--- config.mk ---
export PLATFORM = sky130hd
export DESIGN_NAME = sm_result_stage
export DESIGN_NICKNAME = d
export VERILOG_FILES = /design/src/rtl/sm_result_stage.sv
export SDC_FILE = /design/constraint.sdc
export NUM_CORES = 1
export LEC_CHECK = 0
export CAP_MARGIN = 15
export CORE_ASPECT_RATIO = 1.75
export CORE_MARGIN = 5
export CORE_UTILIZATION = 35
export CTS_CLUSTER_SIZE = 25
export DETAILED_ROUTE_END_ITERATION = 16
export PLACE_DENSITY_LB_ADDON = 0.12
export SYNTH_ARGS = -nofsm -noshare
export SYNTH_HDL_FRONTEND = slang
export SYNTH_SLANG_ARGS = --single-unit
--- constraint.sdc ---
create_clock -name clk -period 3.84 [get_ports clk]
set_input_delay 0.576 -clock clk [delete_from_list [all_inputs] [get_ports clk]]
set_output_delay 0.576 -clock clk [all_outputs]
set_load 0.01 [all_outputs]
--- src/rtl/sm_result_stage.sv ---
// sm_result_stage
// ---------------
// Result-capture stage behind the 16-bit sign-magnitude add/subtract unit.
// Each accepted result is canonicalised (upper bits scrubbed, -0 folded to
// +0, N and Z recomputed from the canonical word) and buffered in a small
// FIFO toward writeback. The architectural NZCV register is updated when
// writeback consumes an entry that was marked flag-setting.
//
// Handshake: a transfer happens on a rising edge where valid and ready are
// both high. Push = in_valid && in_ready, pop = out_valid && out_ready.
// in_ready is decoded from registered occupancy and flush only, so it never
// depends on out_ready in the same cycle.
//
// Ports
//   clk, rst        rising-edge clock, asynchronous active-high reset
//   in_valid/ready  upstream handshake
//   in_result       N-bit result word; only [15:0] carries data
//   in_cout, in_zero, in_overflow, in_neg, in_rd, in_setflags
//                   flags and metadata from the unit (in_zero and in_neg
//                   are recomputed here from the canonical word)
//   flush           discard all buffered entries at the next edge
//   out_valid/ready downstream (writeback) handshake
//   out_result      canonical result word of the head entry, 0 when idle
//   out_rd          destination of the head entry, 0 when idle
//   flags_nzcv      architectural {N,Z,C,V}
//   count           occupied entries
module sm_result_stage #(
   parameter int N     = 32,
   parameter int DEPTH = 4
) (
   input  logic                       clk,
   input  logic                       rst,
   input  logic                       in_valid,
   output logic                       in_ready,
   input  logic [N-1:0]               in_result,
   input  logic                       in_cout,
   input  logic                       in_zero,
   input  logic                       in_overflow,
   input  logic                       in_neg,
   input  logic [3:0]                 in_rd,
   input  logic                       in_setflags,
   input  logic                       flush,
   output logic                       out_valid,
   input  logic                       out_ready,
   output logic [N-1:0]               out_result,
   output logic [3:0]                 out_rd,
   output logic [3:0]                 flags_nzcv,
   output logic [$clog2(DEPTH):0]     count
);

   localparam int PW = $clog2(DEPTH);
   localparam int CW = PW + 1;

   // Entry storage. Only the 16 data bits are kept; the upper bits of the
   // canonical word are always zero and are rebuilt on the output.
   logic [15:0]   word_q [DEPTH];
   logic [15:0]   word_d [DEPTH];
   logic [3:0]    rd_q   [DEPTH];
   logic [3:0]    rd_d   [DEPTH];
   logic          sf_q   [DEPTH];
   logic          sf_d   [DEPTH];
   logic [3:0]    flg_q  [DEPTH];
   logic [3:0]    flg_d  [DEPTH];

   logic [PW-1:0] wr_ptr_q, wr_ptr_d;
   logic [PW-1:0] rd_ptr_q, rd_ptr_d;
   logic [CW-1:0] count_q, count_d;
   logic [3:0]    nzcv_q, nzcv_d;

   logic [14:0]   canon_mag;
   logic          canon_sign;
   logic          canon_zero;
   logic          push;
   logic          pop;

   // The unit's own zero/neg flags and the upper result bits are
   // deliberately not used: N and Z come from the canonical word.
   logic          unused_inputs;
   assign unused_inputs = ^{in_zero, in_neg, in_result[N-1:16]};

   assign in_ready   = (count_q < CW'(DEPTH)) && !flush;
   assign out_valid  = (count_q != '0);
   assign out_result = out_valid ? {{(N-16){1'b0}}, word_q[rd_ptr_q]} : '0;
   assign out_rd     = out_valid ? rd_q[rd_ptr_q] : 4'd0;
   assign flags_nzcv = nzcv_q;
   assign count      = count_q;

   // Canonical form: a zero magnitude always carries a positive sign.
   assign canon_mag  = in_result[14:0];
   assign canon_zero = (canon_mag == 15'd0);
   assign canon_sign = in_result[15] && !canon_zero;

   assign push = in_valid && in_ready;
   assign pop  = out_valid && out_ready;

   always_comb begin
      word_d   = word_q;
      rd_d     = rd_q;
      sf_d     = sf_q;
      flg_d    = flg_q;
      wr_ptr_d = wr_ptr_q;
      rd_ptr_d = rd_ptr_q;
      count_d  = count_q;
      nzcv_d   = nzcv_q;

      if (push) begin
         word_d[wr_ptr_q] = {canon_sign, canon_mag};
         rd_d[wr_ptr_q]   = in_rd;
         sf_d[wr_ptr_q]   = in_setflags;
         flg_d[wr_ptr_q]  = {canon_sign, canon_zero, in_cout, in_overflow};
         wr_ptr_d         = wr_ptr_q + PW'(1);
      end

      if (pop) begin
         rd_ptr_d = rd_ptr_q + PW'(1);
         if (sf_q[rd_ptr_q]) begin
            nzcv_d = flg_q[rd_ptr_q];
         end
      end

      case ({push, pop})
         2'b10:   count_d = count_q + CW'(1);
         2'b01:   count_d = count_q - CW'(1);
         default: count_d = count_q;
      endcase

      // Flush wins over pointer/count bookkeeping, but a pop in the same
      // cycle has already committed its flag update above.
      if (flush) begin
         wr_ptr_d = '0;
         rd_ptr_d = '0;
         count_d  = '0;
      end
   end

   always_ff @(posedge clk or posedge rst) begin
      if (rst) begin
         for (int i = 0; i < DEPTH; i++) begin
            word_q[i] <= '0;
            rd_q[i]   <= '0;
            sf_q[i]   <= 1'b0;
            flg_q[i]  <= '0;
         end
         wr_ptr_q <= '0;
         rd_ptr_q <= '0;
         count_q  <= '0;
         nzcv_q   <= 4'b0000;
      end else begin
         word_q   <= word_d;
         rd_q     <= rd_d;
         sf_q     <= sf_d;
         flg_q    <= flg_d;
         wr_ptr_q <= wr_ptr_d;
         rd_ptr_q <= rd_ptr_d;
         count_q  <= count_d;
         nzcv_q   <= nzcv_d;
      end
   end

endmodule

Word-level counts from Yosys, hierarchy flattened. Cells that the tools add are included.

Word-level logic and storage cells: 75. Bits in registers: 111. Output and inout bits: 45.

Multiplexer cells: 30. Bitwise gates (word level): 2. Magnitude comparators: 4. Equality and inequality tests: 2. Add/subtract/negate cells: 4. Reduce and logical (&&, ||, !) cells: 13.

Operator list (count): $bwmux 64 (1); $mux 16 (4); $bmux 16 s2 (1); $bwmux 16 (2); $demux 16 s2 (1); $mux 4 (6); $bmux 4 s2 (2); $logic_not 15->1 (1); $demux 4 s2 (1); $mux 2 (4); $ge 3x3->1 const B (2); $not 2->3 (2); $pmux 3 s2 (1); $reduce_bool 3->1 (2); $logic_and 1x1->1 (5); $add 2x1->2 const B (2); $bwmux 4 (1); $reduce_bool 2->1 (2); $add 3x1->3 const B (1); $lt 3x1->1 const B (1); $lt 3x3->1 const B (1); $mux 1 (3); $mux 3 (1); $sub 3x1->3 const B (1); 6 further kinds (7).

Logic depth before layout (Yosys ltp). Gate-level depths: netlist of run 1.

Depth after elaboration: 6. Mapped depth: 7.

Least setup slack after synthesis of run 1. OpenSTA, ideal clock, no wires.

Path kind: reg-to-reg. Start point: register count_q[2] (netlist: count[2]). End point: register count_q[2] (netlist: count[2]). Required time: 3758 ps. Arrival time: 1986 ps. Buffers on the path: 1. Stages on the path, launching flop included: 7. Setup time: 82 ps. Period minus slack after synthesis: 2068 ps. Slack: 1772 ps. Cell sequence: dfrtp_1 -> buf_6 -> nor3b_4 -> nor2_1 -> fa_1 -> or4_1 -> a31oi_1.

Longest elaborated chain between the ends: 6. Elaborated cells on any way between the ends: 12. Classes of those cells: add/sub: 2; order compare: 1; eq/ne: 2; mux: 2; reduce/logical: 5.

RTL lines: from (decl) (RTL line 67) `logic [CW-1:0] count_q, count_d;`; from (signal assigned) (RTL line 155) `count_q <= count_d;`; $lt 3x3->1 (RTL line 81) `assign in_ready = (count_q < CW'(DEPTH)) && !flush;`; $logic_and 1x1->1 (RTL line 81); $logic_and 1x1->1 (RTL line 93) `assign push = in_valid && in_ready;`; $eq 2x1->1 or $eq 2x2->1 (tied branches) (RTL line 121) `case ({push, pop})`; $pmux 3 s2 (RTL line 121); $mux 3 (RTL line 129) `if (flush) begin`.

Parallel ways exist; a longest one is shown, timed or not. A chain may end at the register's enable or synchronous reset.

Worst setup path after layout of run 1.
Start point: register rd_ptr_q[0]. End point: output port out_result[15].

Longest elaborated chain between the ends: 5.

RTL lines: from (decl) (RTL line 66) `logic [PW-1:0] rd_ptr_q, rd_ptr_d;`; from (signal assigned) (RTL line 154) `rd_ptr_q <= rd_ptr_d;`; $not 2->3 (implied by the code) (RTL line 83) `assign out_result = out_valid ? {{(N-16){1'b0}}, word_q[rd_ptr_q]} : '0;`; $bmux 16 s2 (RTL line 83); $mux 16 (implied by the code) (2 in a row) (RTL line 83); $mux 16 (RTL line 83); to (decl) (RTL line 45) `output logic [N-1:0] out_result,`.

No other way between the ends. The select of a mux whose other input is x is not followed.

==> results of run 1 <==
==> final cells by class <==
type / instances / area, sq um
sequential: 107 / 2679
fill: 1356 / 8274
multi-input combinational: 210 / 2198
inverter: 5 / 21.27
clock buffer: 11 / 242.7
clock inverter: 5 / 82.58
timing repair buffer: 64 / 645.6
tap: 180 / 225.2
==> Yosys cell counts, types with 2 or more instances <==
library cell / number
and2_1: 20
nand2b_1: 2
clkbuf_1: 4
nor2b_1: 2
inv_1: 5
nor2_1: 6
nand4bb_1: 4
buf_2: 6
ha_1: 4
o21ai_0: 9
nand2_1: 9
buf_6: 8
nor4_1: 3
xor2_1: 2
mux2_1: 5
mux4_2: 24
mux2_2: 88
buf_4: 20
dfrtp_1: 107
==> flip-flops by register name, indices dropped and copies added (netlist names) <==
name,cells
rd_ptr_q,2
count,3
word_q,60
flags_nzcv,4
rd_q,16
wr_ptr_q,2
flg_q,16
sf_q,4
==> through the flow <==
stage	util	hold slack [ns]
after floorplan	-	0.4446
after global placement	0.4015	0.4595
after detailed placement	0.4015	0.4675
after CTS	0.4242	0.4841
after global routing	0.4242	0.5027
final	0.4242	0.4828
==> cells in the final DEF (no fill, tap or decap), types with 2 or more instances in the layout <==
cell type / instances
xor2_1: 2
buf_12: 2
mux2_1: 5
o21ai_0: 9
buf_4: 6
mux2_2: 88
clkbuf_16: 9
clkdlybuf4s50_1: 56
ha_1: 4
and2_1: 20
inv_6: 2
mux4_2: 24
inv_1: 4
nand2b_1: 2
dfrtp_1: 106
nor2b_1: 2
bufinv_16: 2
nor2_1: 6
conb_1: 16
nor4_1: 3
nand4bb_1: 4
nand2_1: 9
==> worst max-delay path: cells and delay by family (launching register included) <==
kind                   cells  cell delay [ns]
buffers and inverters      2             0.71
flip-flops                 1             0.70
multiplexers               1             0.54
AND/OR/NAND/NOR            1             0.17
==> path summary, 6_finish.rpt <==
kind | start | endpoint | slack (ns)
worst max register to register | count[2] | count[2] | 1.66
min in group asynchronous | rst | flg_q[9] | 0.63
worst min register to register | flg_q[6] | flg_q[6] | 0.48
max in group asynchronous | rst | word_q[28] | 2.43
worst max-delay path | rd_ptr_q[0] | out_result[15] | 0.81
worst min-delay path | flg_q[6] | flg_q[6] | 0.48
==> routing by layer <==
| layer | vias to the layer above | share of wire | wire length (um) | track usage |
|---|---|---|---|---|
| met5 | - | 0 | 0 | 0 |
| met4 | 0 | 0.012 | 129 | 0.04340 |
| met3 | 7 | 0.032 | 345 | 0.02051 |
| met2 | 45 | 0.54 | 5861 | 0.2335 |
| met1 | 1526 | 0.41 | 4491 | 0.1701 |
| li1 | 1318 | - | - | - |
==> kinds of logic (layout without fill, tap and decap cells) <==
kind of cell               Yosys count  in the layout  share of synthesized area
adders and majority gates            5              5                    0.01368
AOI/OAI and AO/OA                   14             14                    0.01929
DFF                                107            107                     0.5226
xor gates and xnor gates             4              4                   0.008305
muxes                              118            118                     0.3118
and+or+nand+nor                     53             53                    0.06422
buffers and inverters               43             85                    0.05934
other                                1             16                  0.0007319
==> power by group through the flow <==
stage	sequential (mW)	clock [mW]	combinational, mW
4_1_cts	1.92	1.04	1.74
3_5_place_dp	1.94	0	1.74
5_1_grt	1.98	1.08	1.86
6_report	1.91	1.00	1.69
2_1_floorplan	1.83	0	1.19
3_3_place_gp	1.91	0	1.71
==> results by group, run 1 <==
Status
  – Status: completed

Place
  – Post-place instance area: roughly 5800 sq um
  – Inst Count DP: roughly 570
  – Final HPWL DP: between 6 and 7 mm
  – Gpl congestion: around 0.67
  – IO Port Bufs: 56
  – Dpl ws: between 0.8 and 0.9 ns

Finish
  – Antenna cells: 0
  – Fraction of layout cells with a size suffix above 1: 0.3507
  – Final Instance Area: 6095 sq um
  – Nets: around 450
  – Area Overhead vs Synth: 18.95%
  – Non-filler cells, final: approximately 580

Setup path
  – CP endpoint kind: output pin
  – Worst EP arrival: ~2.5 ns
  – Slowest-stage cell, CP: dfrtp_2
  – CP startpoint kind: flip-flop
  – Max incr delay on CP: 0.70 ns
  – R2r worst-path depth: 5
  – Crit Path Category: flip-flop to output pin
  – Worst-path cell chain: buf_12, mux4_2, and2_1, clkdlybuf4s50_1
  – Crit Path Max Fanout: 14
  – Worst path required time: between 3 and 4 ns

Logic synthesis
  – Synth unique cells: 36
  – Post-synthesis sequential area ratio: 0.5226
  – Yosys top cell by area: dfrtp_1
  – Post-Syn Instances: about 350
  – Share of the synthesized area in the top cell type: 0.5226
  – Main area contributors after synthesis: dfrtp_1, mux2_2, mux4_2, buf_4, and2_1
  – Async SR Flop Fraction: 1.000
  – Primary FF master, synth: dfrtp_1
  – Post-synth EDFFs: 0
  – #FFs+latches synth: 107
  – Mean post-synth cell area: approximately 15 sq um
  – Syn. warnings: 0
  – Synthesized cell area: between 5000 and 6000 sq um

STA
  – Actual slew at the worst max-slew pin: around 0.70 ns
  – Setup ws final: 0.8054 ns
  – Tmin final: about 3.0 ns
  – Setup TNS: 0 ns
  – Final setup viols: 0
  – Worst Clk Skew: 0.008739 ns
  – Fmax: 0.3295 GHz
  – Relative slew slack: 0.5292
  – RSZ-0062 raised after global routing: no
  – Pins over their slew limit: 0
  – Tcrit/Tclk final: 0.7903
  – Final hold violations: 0

Clocking
  – H-tree levels: 3
  – Post-CTS setup buffers: 0
  – Clk buf depth: 2
  – Cts bufs inserted: 9
  – CTS tree: yes
  – Sink Count: around 110
  – Root Buffer Master: clkbuf_16
  – Post-CTS sizing: 0
  – CTS clock-pin slew for the worst setup and hold paths: 0.07 ns
  – Clk_lat worst skew: ~0.34 ns
  – CTS Hold Bufs: 0

GRT
  – First-pass GRT wire length: around 18 mm
  – GRT Residual Overflow: 0
  – Initial antenna violation count: 0
  – Total track usage: 0.1345
  – Largest net degree at the start of global routing: 67
  – Vias in the first global route: approximately 3200

Power
  – Switching share of power: 0.2840
  – Worst VDD drop: 0.2940 mV
  – Clock power frac: 0.217
  – Internal power: between 3 and 4 mW
  – Sequential power share: 0.415
  – Sw power: about 1.3 mW
  – Pwr Total: around 4.6 mW
  – Leakage: 2.601 nW
  – P per Cell Area: 756.1 nW/um^2
  – Comb pwr share: 0.367

Die
  – I/O pin count: slightly above 90
  – Initial Utilization: 0.3566
  – Core area: between 10000 and 15000 sq um
  – Die Y: roughly 170 um
  – Die W: between 100 and 150 um
  – FP Rows: 58
  – Die ar.: between 15000 and 20000 sq um

Route
  – Drt pass-1 iters: 3
  – Routed wire length: between 10 and 15 mm
  – DR WL/cell: 18.60 um
  – Via count: around 2900
  – Drt via density: about 5
  – Drt initial violations: 102
  – Post-DRT Antenna Nets: 0
  – DRC Markers: 0

Worst hold path
  – Tightest Hold Check Type: flip-flop to flip-flop
  – Hold path cells: 2

Flow run
  – MaxCap Viol Count: 0
Note: power is estimated with default switching activity, not from simulation.
==> inputs of run 2 (changes only) <==
Clock period 3.84 ns to 3.1 ns, I/O delays scaled along.
==> results by group, run 2 (same netlist as run 1, synthesis figures left out) <==
STA
  – Final setup viols: 0
  – Tmin final: 2.708 ns
  – Relative slew slack: 0.5531
  – Final hold violations: 0
  – Fmax: around 0.37 GHz
  – Worst Clk Skew: between 0.005 and 0.006 ns
  – RSZ-0062 raised after global routing: no
  – Actual slew at the worst max-slew pin: 0.6642 ns
  – Setup TNS: 0 ns
  – Tcrit/Tclk final: 0.8734
  – Pins over their slew limit: 0

Route
  – Routed wire length: ~11 mm
  – Drt via density: between 4 and 5
  – Via count: 2907
  – Post-DRT Antenna Nets: 0
  – DRC Markers: 0
  – Drt pass-1 iters: 4
  – WL met3: around 460 um
  – Drt initial violations: 57
  – Metal2 WL: just under 6 mm
  – Routed metal-1 wire length: approximately 4.5 mm
  – Uppermost layer routed: met4
  – DR WL/cell: around 19 um

Setup path
  – Crit Path Category: flip-flop to output pin
  – Max incr delay on CP: 0.54 ns
  – Crit Path Max Fanout: 18
  – Worst EP arrival: roughly 2.2 ns
  – CP startpoint kind: flip-flop
  – Worst-path cell chain: buf_12, mux4_2, and2_1, clkdlybuf4s50_1
  – CP endpoint kind: output pin
  – Reg2reg start: count[2]
  – Slowest-stage cell, CP: mux4_2
  – Buf/Inv on CP: 2
  – Critical path launch point: rd_ptr_q[0]
  – CP delay by family, top: buffers and inverters
  – Worst path required time: approximately 2.6 ns

Flow run
  – MaxCap Viol Count: 0

Die
  – Die W: approximately 100 um
  – Die Y: approximately 170 um
  – Die ar.: 17250 sq um
  – I/O pin count: just over 90
  – FP Rows: between 50 and 60
  – Core area: approximately 14000 sq um
  – Initial Utilization: 0.3566

Power
  – P per Cell Area: roughly 900 nW/um^2
  – Sequential power share: 0.421
  – Worst VDD drop: around 0.38 mV
  – Switching share of power: 0.2939
  – Internal power: between 3 and 4 mW
  – Sw power: approximately 1.6 mW
  – Pwr Total: ~5.6 mW
  – Leakage: roughly 2.6 nW
  – Comb pwr share: 0.383
  – Clock power frac: 0.195

Finish
  – Area Overhead vs Synth: 19.49%
  – Largest regs: word_q: 60 flops, flg_q: 16 flops, rd_q: 16 flops
  – Fraction of layout cells with a size suffix above 1: 0.3603
  – Largest Register: word_q
  – Max reg flops: 60
  – Most common cell after layout, fill and taps aside: dfrtp_1
  – Antenna cells: 0
  – Most frequent cells in the layout: dfrtp_1, mux2_2, clkdlybuf4s50_1
  – Nets: around 450

Worst hold path
  – Tightest Hold Check Type: flip-flop to flip-flop
  – Hold Startpoint: flg_q[14]

Place
  – IO Port Bufs: 56
  – Final HPWL DP: approximately 7.3 mm
  – Gpl congestion: 0.7015

GRT
  – Largest net degree at the start of global routing: 54
  – Vias in the first global route: between 3000 and 4000
  – Initial antenna violation count: 0
  – GRT Residual Overflow: 0
  – Total track usage: 0.1367
  – First-pass GRT wire length: between 15 and 20 mm

Clocking
  – Sink Count: approximately 110
  – CTS clock-pin slew for the worst setup and hold paths: 0.07 ns
  – CTS tree: yes
  – Cts bufs inserted: 9
  – CTS Hold Bufs: 0
  – Clk buf depth: 2
  – Post-CTS setup buffers: 0
  – Post-CTS sizing: 0
  – Root Buffer Master: clkbuf_16
  – Clk_lat worst skew: about 0.34 ns
  – H-tree levels: 3

Status
  – Status: completed
==> run 2: changes by cell type in the layout (fill, tap and decap cells not counted), sizes merged <==
| cell | delta |
|---|---|
| buf | +6 |
| clkinvlp | +5 |
| inv | -3 |
| bufinv | -2 |
==> run 2: through the flow <==
step,hold WS [ns],setup WS [ns],std cells,util,cell area [sq um]
2_1_floorplan,0.4446,1.032,360,-,5184
3_3_place_gp,0.4580,0.6650,572,0.4065,5841
3_5_place_dp,0.4740,0.6439,572,0.4065,5841
4_1_cts,0.4899,0.3423,588,0.4261,6122
5_1_grt,0.5150,0.2729,588,0.4261,6122
6_report,0.4865,0.3924,588,0.4261,6122
==> run 2: path summary, 6_finish.rpt <==
path                                   to  slack [ns]  depth (start not counted)
setup reg to reg                 count[2]        0.91                          5
hold / removal                  flg_q[14]        0.49                          2
setup / recovery           out_result[15]        0.39                          4
min in group asynchronous   flags_nzcv[1]        0.51                          2
hold reg to reg                 flg_q[14]        0.49                          2
max in group asynchronous      word_q[13]        1.94                          3
==> run 2: power groups by stage <==
stage,clock network (mW),logic [mW],registers (mW)
floorplan,0,1.47,2.26
global placement,0,2.15,2.35
detailed placement,0,2.19,2.39
CTS,1.13,2.20,2.36
global route,1.19,2.34,2.43
finish,1.09,2.14,2.35
==> run 2: routing by layer <==
layer | up-vias | global-route usage
met2 | 54 | 0.2346
li1 | 1324 | -
met3 | 12 | 0.02748
met4 | 0 | 0.05035
met5 | - | 0
met1 | 1517 | 0.1680
==> run 2: layout make-up <==
class	instances	area, sq um
Multi-Input combinational cell	210	2198
Tap cell	180	225.2
Sequential cell	107	2679
Fill cell	1379	8247
Inverter	5	22.52
Clock inverter	5	38.79
Clock buffer	11	242.7
Timing Repair Buffer	70	715.7
==> run 2: worst register-to-register path, cell delays in order, from the launching register on <==
cell and delay (ns):
dfrtp_1 0.54, o31ai_4 0.37, nor2_1 0.10, fa_1 0.40
or4_1 0.53, a31oi_1 0.17
